### config.mk
export PLATFORM = sky130hd
export DESIGN_NAME = uart_rx_fifo
export DESIGN_NICKNAME = d
export VERILOG_FILES = /design/src/rtl/uart_rx_fifo.sv
export SDC_FILE = /design/constraint.sdc
export NUM_CORES = 1
export LEC_CHECK = 0
export BUFFER_PORTS_ARGS = -buffer_cell sky130_fd_sc_hd__buf_2
export CAP_MARGIN = 25
export CORE_UTILIZATION = 50
export DETAILED_ROUTE_END_ITERATION = 12
export PLACE_DENSITY = 0.72
export SLEW_MARGIN = 20
export SYNTH_ARGS = -nofsm -noshare
export SYNTH_HDL_FRONTEND = slang
export SYNTH_SLANG_ARGS = --single-unit
### constraint.sdc
create_clock -name clk -period 2.4 [get_ports clk]
set_input_delay 0.12 -clock clk [delete_from_list [all_inputs] [get_ports clk]]
set_output_delay 0.12 -clock clk [all_outputs]
set_load 0.005 [all_outputs]
### src/rtl/uart_rx_fifo.sv
// uart_rx_fifo: receive-side FIFO behind a UART receiver. It captures
// {stop_err, parity_err, data} on each rising edge of rx_valid.
// Ports: clk, rst (async active-low); rx_data/rx_parity_error/
// rx_stop_error/rx_valid from the receiver; rd_en -> rd_data/rd_perr/
// rd_serr/rd_valid registered read port; empty/full/count occupancy;
// overflow sticky (ovf_clr clears); err_cnt saturating error count.
module uart_rx_fifo #(
    parameter int DEPTH    = 16,
    parameter int AW       = 4,
    parameter bit DROP_ERR = 1'b0
) (
    input  logic          clk,
    input  logic          rst,
    input  logic [7:0]    rx_data,
    input  logic          rx_parity_error,
    input  logic          rx_stop_error,
    input  logic          rx_valid,
    input  logic          rd_en,
    output logic [7:0]    rd_data,
    output logic          rd_perr,
    output logic          rd_serr,
    output logic          rd_valid,
    output logic          empty,
    output logic          full,
    output logic [AW:0]   count,
    output logic          overflow,
    input  logic          ovf_clr,
    output logic [7:0]    err_cnt
);

    localparam logic [AW:0] FULL_CNT = (AW+1)'(DEPTH);
    localparam logic [AW:0] ONE      = (AW+1)'(1);

    logic          rx_valid_d;
    logic [AW-1:0] wr_ptr;
    logic [AW-1:0] rd_ptr;
    logic [9:0]    mem [DEPTH];

    logic          wr_req;
    logic          err_flag;
    logic          wr_try;
    logic          wr_ok;
    logic          rd_ok;
    logic          ovf_ev;
    logic [AW:0]   count_nxt;

    assign wr_req   = rx_valid & ~rx_valid_d;
    assign err_flag = rx_parity_error | rx_stop_error;
    // A frame that survives the error filter and wants a slot.
    assign wr_try   = wr_req & ~(DROP_ERR & err_flag);
    assign rd_ok    = rd_en & ~empty;
    // A read in the same cycle frees the slot the write needs.
    assign wr_ok    = wr_try & (~full | rd_ok);
    assign ovf_ev   = wr_try & full & ~rd_ok;

    always_comb begin
        count_nxt = count;
        if (wr_ok & ~rd_ok)
            count_nxt = count + ONE;
        else if (rd_ok & ~wr_ok)
            count_nxt = count - ONE;
    end

    // Storage is not reset; occupancy tracking makes stale data unreachable.
    always_ff @(posedge clk) begin
        if (wr_ok)
            mem[wr_ptr] <= {rx_stop_error, rx_parity_error, rx_data};
    end

    always_ff @(posedge clk or negedge rst) begin
        if (!rst) begin
            rx_valid_d <= 1'b1;
            wr_ptr     <= '0;
            rd_ptr     <= '0;
            count      <= '0;
            empty      <= 1'b1;
            full       <= 1'b0;
            overflow   <= 1'b0;
            err_cnt    <= '0;
            rd_data    <= '0;
            rd_perr    <= 1'b0;
            rd_serr    <= 1'b0;
            rd_valid   <= 1'b0;
        end else begin
            rx_valid_d <= rx_valid;
            count      <= count_nxt;
            empty      <= (count_nxt == '0);
            full       <= (count_nxt == FULL_CNT);
            rd_valid   <= rd_ok;

            if (wr_ok)
                wr_ptr <= wr_ptr + 1'b1;

            // Read uses the pre-edge array word, so a read and write
            // to the same slot when full returns the older entry.
            if (rd_ok) begin
                rd_ptr  <= rd_ptr + 1'b1;
                rd_data <= mem[rd_ptr][7:0];
                rd_perr <= mem[rd_ptr][8];
                rd_serr <= mem[rd_ptr][9];
            end

            if (ovf_ev)
                overflow <= 1'b1;
            else if (ovf_clr)
                overflow <= 1'b0;

            if (wr_req & err_flag & (err_cnt != 8'hFF))
                err_cnt <= err_cnt + 8'd1;
        end
    end

endmodule

==> results of run 1 <==
==> metal layers <==
| metal | vias to the layer above | global-route usage |
|---|---|---|
| met5 | - | 0 |
| met4 | 0 | 0.104 |
| met3 | 29 | 0.0448 |
| met2 | 165 | 0.331 |
| met1 | 2263 | 0.294 |
| li1 | 2005 | - |
==> flip-flops by register name, summed over array words and instances (netlist names) <==
name        count
wr_ptr          4
full            1
rd_data         8
rd_valid        1
err_cnt         8
rd_serr         1
rx_valid_d      1
rd_perr         1
count           5
mem           160
rd_ptr          4
overflow        1
empty           1
==> stage by stage <==
step	instances	total power [uW]	area [sq um]	worst slack [ps]	util
floorplan	483	6280	7890	548	-
global placement	736	7230	8460	248	0.553
detailed placement	736	7330	8460	190	0.553
CTS	771	10100	9090	161	0.594
global route	771	10500	9090	94.2	0.594
finish	771	10100	9090	164	0.594
==> final cells by class <==
class	instances	area, sq um	share of cell area
Timing Repair Buffer	68	453	0.0498
Sequential cell	196	5710	0.628
Clock buffer	27	566	0.0622
Tap cell	211	264	0.0290
Clock inverter	5	32.5	0.00358
Inverter	9	38.8	0.00427
Multi-Input combinational cell	255	2030	0.223
==> cells in the mapped netlist (2+ instances only) <==
| cell type | count |
|---|---|
| edfxtp_1 | 160 |
| mux2i_1 | 81 |
| a22oi_1 | 41 |
| dfrtp_1 | 34 |
| nand3_1 | 24 |
| nand2_1 | 18 |
| and2_1 | 13 |
| nand4_1 | 12 |
| buf_2 | 11 |
| clkbuf_1 | 11 |
| xnor2_1 | 11 |
| nor2_1 | 9 |
| ha_1 | 8 |
| inv_1 | 7 |
| and4_1 | 6 |
| xor2_1 | 5 |
| nor2b_1 | 3 |
| a21oi_1 | 2 |
| dfstp_2 | 2 |
| nor3_1 | 2 |
| o2111a_1 | 2 |
| o21ai_0 | 2 |
==> worst min path at each step <==
| stage | start | endpoint | slack, ps |
|---|---|---|---|
| floorplan | rst | count[0]$_DFF_PN0_ | -180 |
| CTS | rx_data[0] | mem[4][0]$_DFFE_PP_ | 90 |
| global placement | rx_valid | rx_valid_d$_DFF_PN1_ | 240 |
| detailed placement | rx_valid | rx_valid_d$_DFF_PN1_ | 250 |
| global route | rx_data[5] | mem[4][5]$_DFFE_PP_ | 120 |
| finish | rx_data[0] | mem[6][0]$_DFFE_PP_ | 100 |
==> worst max-delay path: stages (launching register included) <==
cell	delay, ps
dfstp_2	370
nand2b_4	130
a21oi_1	370
nor3b_1	490
and2_1	510
==> what timing repair did <==
item                                    4_1_cts  5_1_grt
endpoints found under the hold margin        36        0
endpoints found under the setup margin        0        0
hold buffers                                  3        0
==> power groups by stage <==
stage | sequential [uW] | clock (uW) | combinational (uW)
final | 4460 | 2770 | 2830
after global routing | 4510 | 2950 | 3040
after CTS | 4460 | 2810 | 2830
after detailed placement | 4530 | 0 | 2800
after global placement | 4510 | 0 | 2720
after floorplan | 4400 | 0 | 1880
==> logic make-up after synthesis <==
group / count (synthesis)
AOI/OAI and AO/OA: 52
xor gates and xnor gates: 16
adders and majority gates: 8
buffers and inverters: 32
DFF: 196
muxes: 82
and+or+nand+nor: 97
==> flow_summary.toml, run 1 <==
[status]
outcome = "finished, final reports clean"

[clock_network]
clock-sinks = 196
ctsLongestPathBuffers = 2
cts_resized = 0
cts_setup_buffers = 0
clk_pin_slew_worst_paths_ps = 70
clkLatencyLatePin_ps = 430
h-tree-depth = 4
cts-root-buf = "clkbuf_16"
cts_tree = "done"
cts_made_buffers = 17

[yosys]
netlist_area_sq_mm = 0.00789
synth_top_family_by_area = "multiplexers"
seq_area_frac_synth = 0.723
synth_xor_area_frac = 0.0178
yosys-top-cells-area = "edfxtp_1, dfrtp_1, mux2i_1, a22oi_1, nand3_1"
synth_nets = 506
synth-seq-cells = 196
synth_compound_area_frac = 0.0522
synthArstFlopShare = 0.184
yosys.area_share.simple = 0.0701
synth_fa_ha_area_frac = 0.0127
synth_edf_count = 160
synth_ff_type = "edfxtp_1"
yosys_warnings = 0
avgSynthCellArea_sq_um = 16.3
syn_inst = 483
ys_types = 41
synthMuxAreaShare = 0.104
synth.top_cell.area_share = 0.609
yosysTopAreaCell = "edfxtp_1"

[layout]
syn2layout_area_growth_pct = 15.2
fillers = 1171
layout.nets = 570
layout-drive-gt1-share = 0.191
layout_common_cells = "edfxtp_1, mux2i_1, a22oi_1, buf_2, dfrtp_1"
final_common_cell = "edfxtp_1"
n_antenna_cell = 0

[placement]
place_congestion = 0.849
port_buffers = 41
dpl.hpwl_mm = 10.7

[critical_path]
r2r-end = "mem[0][0]$_DFFE_PP_"
r2r_slack_ps = 160
crit_path_start = "empty$_DFF_PN1_"
worstSetupPathType = "flop to flop"
ff2ff_path_depth = 4
r2r-start = "empty$_DFF_PN1_"
cp_max_fo = 10
start_kind = "flop"
end_kind = "flop"
required_ps = 2470
endpoint = "mem[0][0]$_DFFE_PP_"
critPathArrivalTime_ps = 2310

[detailed_routing]
viasPerCell = 5.79
drt-met1-wl_mm = 7.23
top_layer = "met4"
firstDrtPassIters = 5
post_drt_wl_per_cell_um = 21.3
routed_wirelength_mm = 16.4
met3_length_um = 962
wl_met2_mm = 7.76
drtIter0Drc = 438
drc = 0
antenna_left = 0
vias = 4462

[power]
leakage_uw = 0.00336
p_clk_frac = 0.275
pwr-share-seq = 0.443
p_sw_uw = 3130
power.internal_uw = 6930
worst_ir_drop_vdd_uv = 572
comb_power_share = 0.281
p_per_area_mw_per_mm2 = 1110
switching_share = 0.312

[timing]
hold_viol_final = 0
timing.setup.tns_ps = 0
worst_slew_pin_slew_ps = 838
holdWs_ps = 105
fmax_mhz = 447
fin_skew_ps = 11.2
grt_setup_unrepaired = "false"
fin_crit_ps = 2240
slew_violations = 0
maxSlewHeadroom = 0.441
finalCritPeriodShare = 0.931
setup_viol = 0

[global_routing]
grt_pass1_vias = 4319
antenna_found_initial = 0
grt_usage = 0.215
grt_max_degree = 37
grt_pass1_wl_mm = 24.9
grt-ovfl-total = 0

[floorplan]
row_count = 45
ios = 42
die_w_um = 128
die_y_um = 128
die_area_sq_mm = 0.0163
coreArea_sq_mm = 0.0153
initial_utilization = 0.515

[min_path]
whs_path_depth = 1
hold_path.class = "input pin to flop"

[job]
cap_violations = 0
(Power assumes the default switching activity.)
==> run 2, diff against run 1 <==
- CORE_MARGIN: unset -> 2
- GPL_TIMING_DRIVEN: unset -> 0
==> flow_summary.toml, run 2 (synthesis results as in run 1) <==
[timing]
grt_setup_unrepaired = "false"
fmax_mhz = 448
finalCritPeriodShare = 0.931
fin_crit_ps = 2230
hold_viol_final = 0
maxSlewHeadroom = 0.446
slew_violations = 0
setup_viol = 0
fin_skew_ps = 9.36
worst_slew_pin_slew_ps = 831
setup_slack_ps = 166

[clock_network]
clk_pin_slew_worst_paths_ps = 70
clock-sinks = 196
cts_setup_buffers = 0
cts-root-buf = "clkbuf_16"
clkLatencyLatePin_ps = 430
h-tree-depth = 4
ctsLongestPathBuffers = 2
cts_tree = "done"
cts_made_buffers = 17

[floorplan]
initial_utilization = 0.515
coreArea_sq_mm = 0.0153
row_count = 45
ios = 42
die_y_um = 130
die_w_um = 130
die_area_sq_mm = 0.0168

[status]
outcome = "finished, final reports clean"

[placement]
dpl.hpwl_mm = 10.6
post-place-ws_ps = -104
port_buffers = 41
place_area_sq_mm = 0.00836
dp_cells = 735
place_congestion = 0.825

[detailed_routing]
drtIter0Drc = 359
routed_wirelength_mm = 16.4
drc = 0
post_drt_wl_per_cell_um = 21.3
antenna_left = 0
vias = 4318
firstDrtPassIters = 5
viasPerCell = 5.61

[layout]
regMostFlops = "mem"
layout-drive-gt1-share = 0.181
stdcell_count = 770
utilization = 0.590
final_area_sq_mm = 0.00903
layout_common_cells = "edfxtp_1, mux2i_1, buf_2"
n_antenna_cell = 0
reg_top3 = "mem x160, err_cnt x8, rd_data x8"
layout.nets = 569
largest_reg_flops = 160
regArea_sq_mm = 0.00571
multi_input_area_sq_mm = 0.00204
final_common_cell = "edfxtp_1"
syn2layout_area_growth_pct = 14.4
fillers = 1175

[critical_path]
start_kind = "flop"
worstSetupPathType = "flop to flop"
cp_max_fo = 10
crit_path_start = "rx_valid_d$_DFF_PN1_"
end_kind = "flop"
required_ps = 2510
r2r_slack_ps = 170
r2r-start = "rx_valid_d$_DFF_PN1_"
critPathArrivalTime_ps = 2340

[power]
finalPower_uw = 10200
p_clk_frac = 0.289
p_per_area_mw_per_mm2 = 1130
switching_share = 0.311
pwr-share-seq = 0.430
leakage_uw = 0.00331
p_sw_uw = 3160
comb_power_share = 0.281
power.internal_uw = 7000
worst_ir_drop_vdd_uv = 632

[job]
cap_violations = 0

[global_routing]
grt_pass1_vias = 4305
grt-ovfl-total = 0
grt_max_degree = 37
grt_pass1_wl_mm = 24.2
grt_usage = 0.203
antenna_found_initial = 0

[min_path]
hold_path.class = "input pin to flop"
min_from = "rx_data[0]"
[run 2: cell count changes in the layout (fill, tap and decap cells not counted), sizes merged]
| cell | change |
|---|---|
| clkbuf | +9 |
| bufinv | +3 |
| buf | -12 |
| inv | -2 |
| clkinvlp | +1 |
[run 2: power by group through the flow]
stage	Clock, uW	Sequential (uW)	Combinational (uW)
after floorplan	0	4400	1880
after global placement	0	4410	2770
after detailed placement	0	4430	2840
after CTS	2970	4370	2870
after global routing	3090	4420	3120
final	2940	4370	2850
[run 2: final cells by class]
type	instances	share of cell area
clock inverter	7	0.0130
buffer	23	0.0129
multi-input combinational	255	0.226
clock buffer	25	0.0561
timing repair buffer	44	0.0260
inverter	9	0.00430
sequential	196	0.632
tap	211	0.0292
[run 2: what timing repair did]
action / CTS / global route
resized for setup: 8 / 3
hold endpoints to repair: 36 / 0
hold buffers: 3 / 0
setup endpoints to repair: 80 / 40
[run 2: worst paths after layout]
kind | cells after the start | end
worst min register to register | 2 | rd_data[1]$_DFFE_PN0P_
min in group asynchronous | 2 | rd_valid$_DFF_PN0_
worst max-delay path | 6 | mem[5][5]$_DFFE_PP_
worst max register to register | 6 | mem[5][5]$_DFFE_PP_
max in group asynchronous | 2 | wr_ptr[3]$_DFFE_PN0P_
worst min-delay path | 1 | mem[2][0]$_DFFE_PP_
[run 2: per-layer routing]
layer	share of wire	GRT usage	routed length [um]
met2	0.49	0.330	7980
met5	0	0	0
met3	0.048	0.0446	792
met4	0.033	0.0968	546
met1	0.43	0.262	7060
[run 2: metrics by stage]
step / TNS (ps) / hold slack (ps)
2_1_floorplan: 0 / -176
3_3_place_gp: -1630 / 244
3_5_place_dp: -3280 / 251
4_1_cts: 0 / 74.9
5_1_grt: 0 / 82.5
6_report: 0 / 92.6
[run 2: critical path, stage by stage, from the launching register on]
cell and delay, ps:
dfstp_2 370, nand2b_1 280, a21oi_2 270, buf_2 240, nand2_1 70, nor2_1 290
and2_2 390
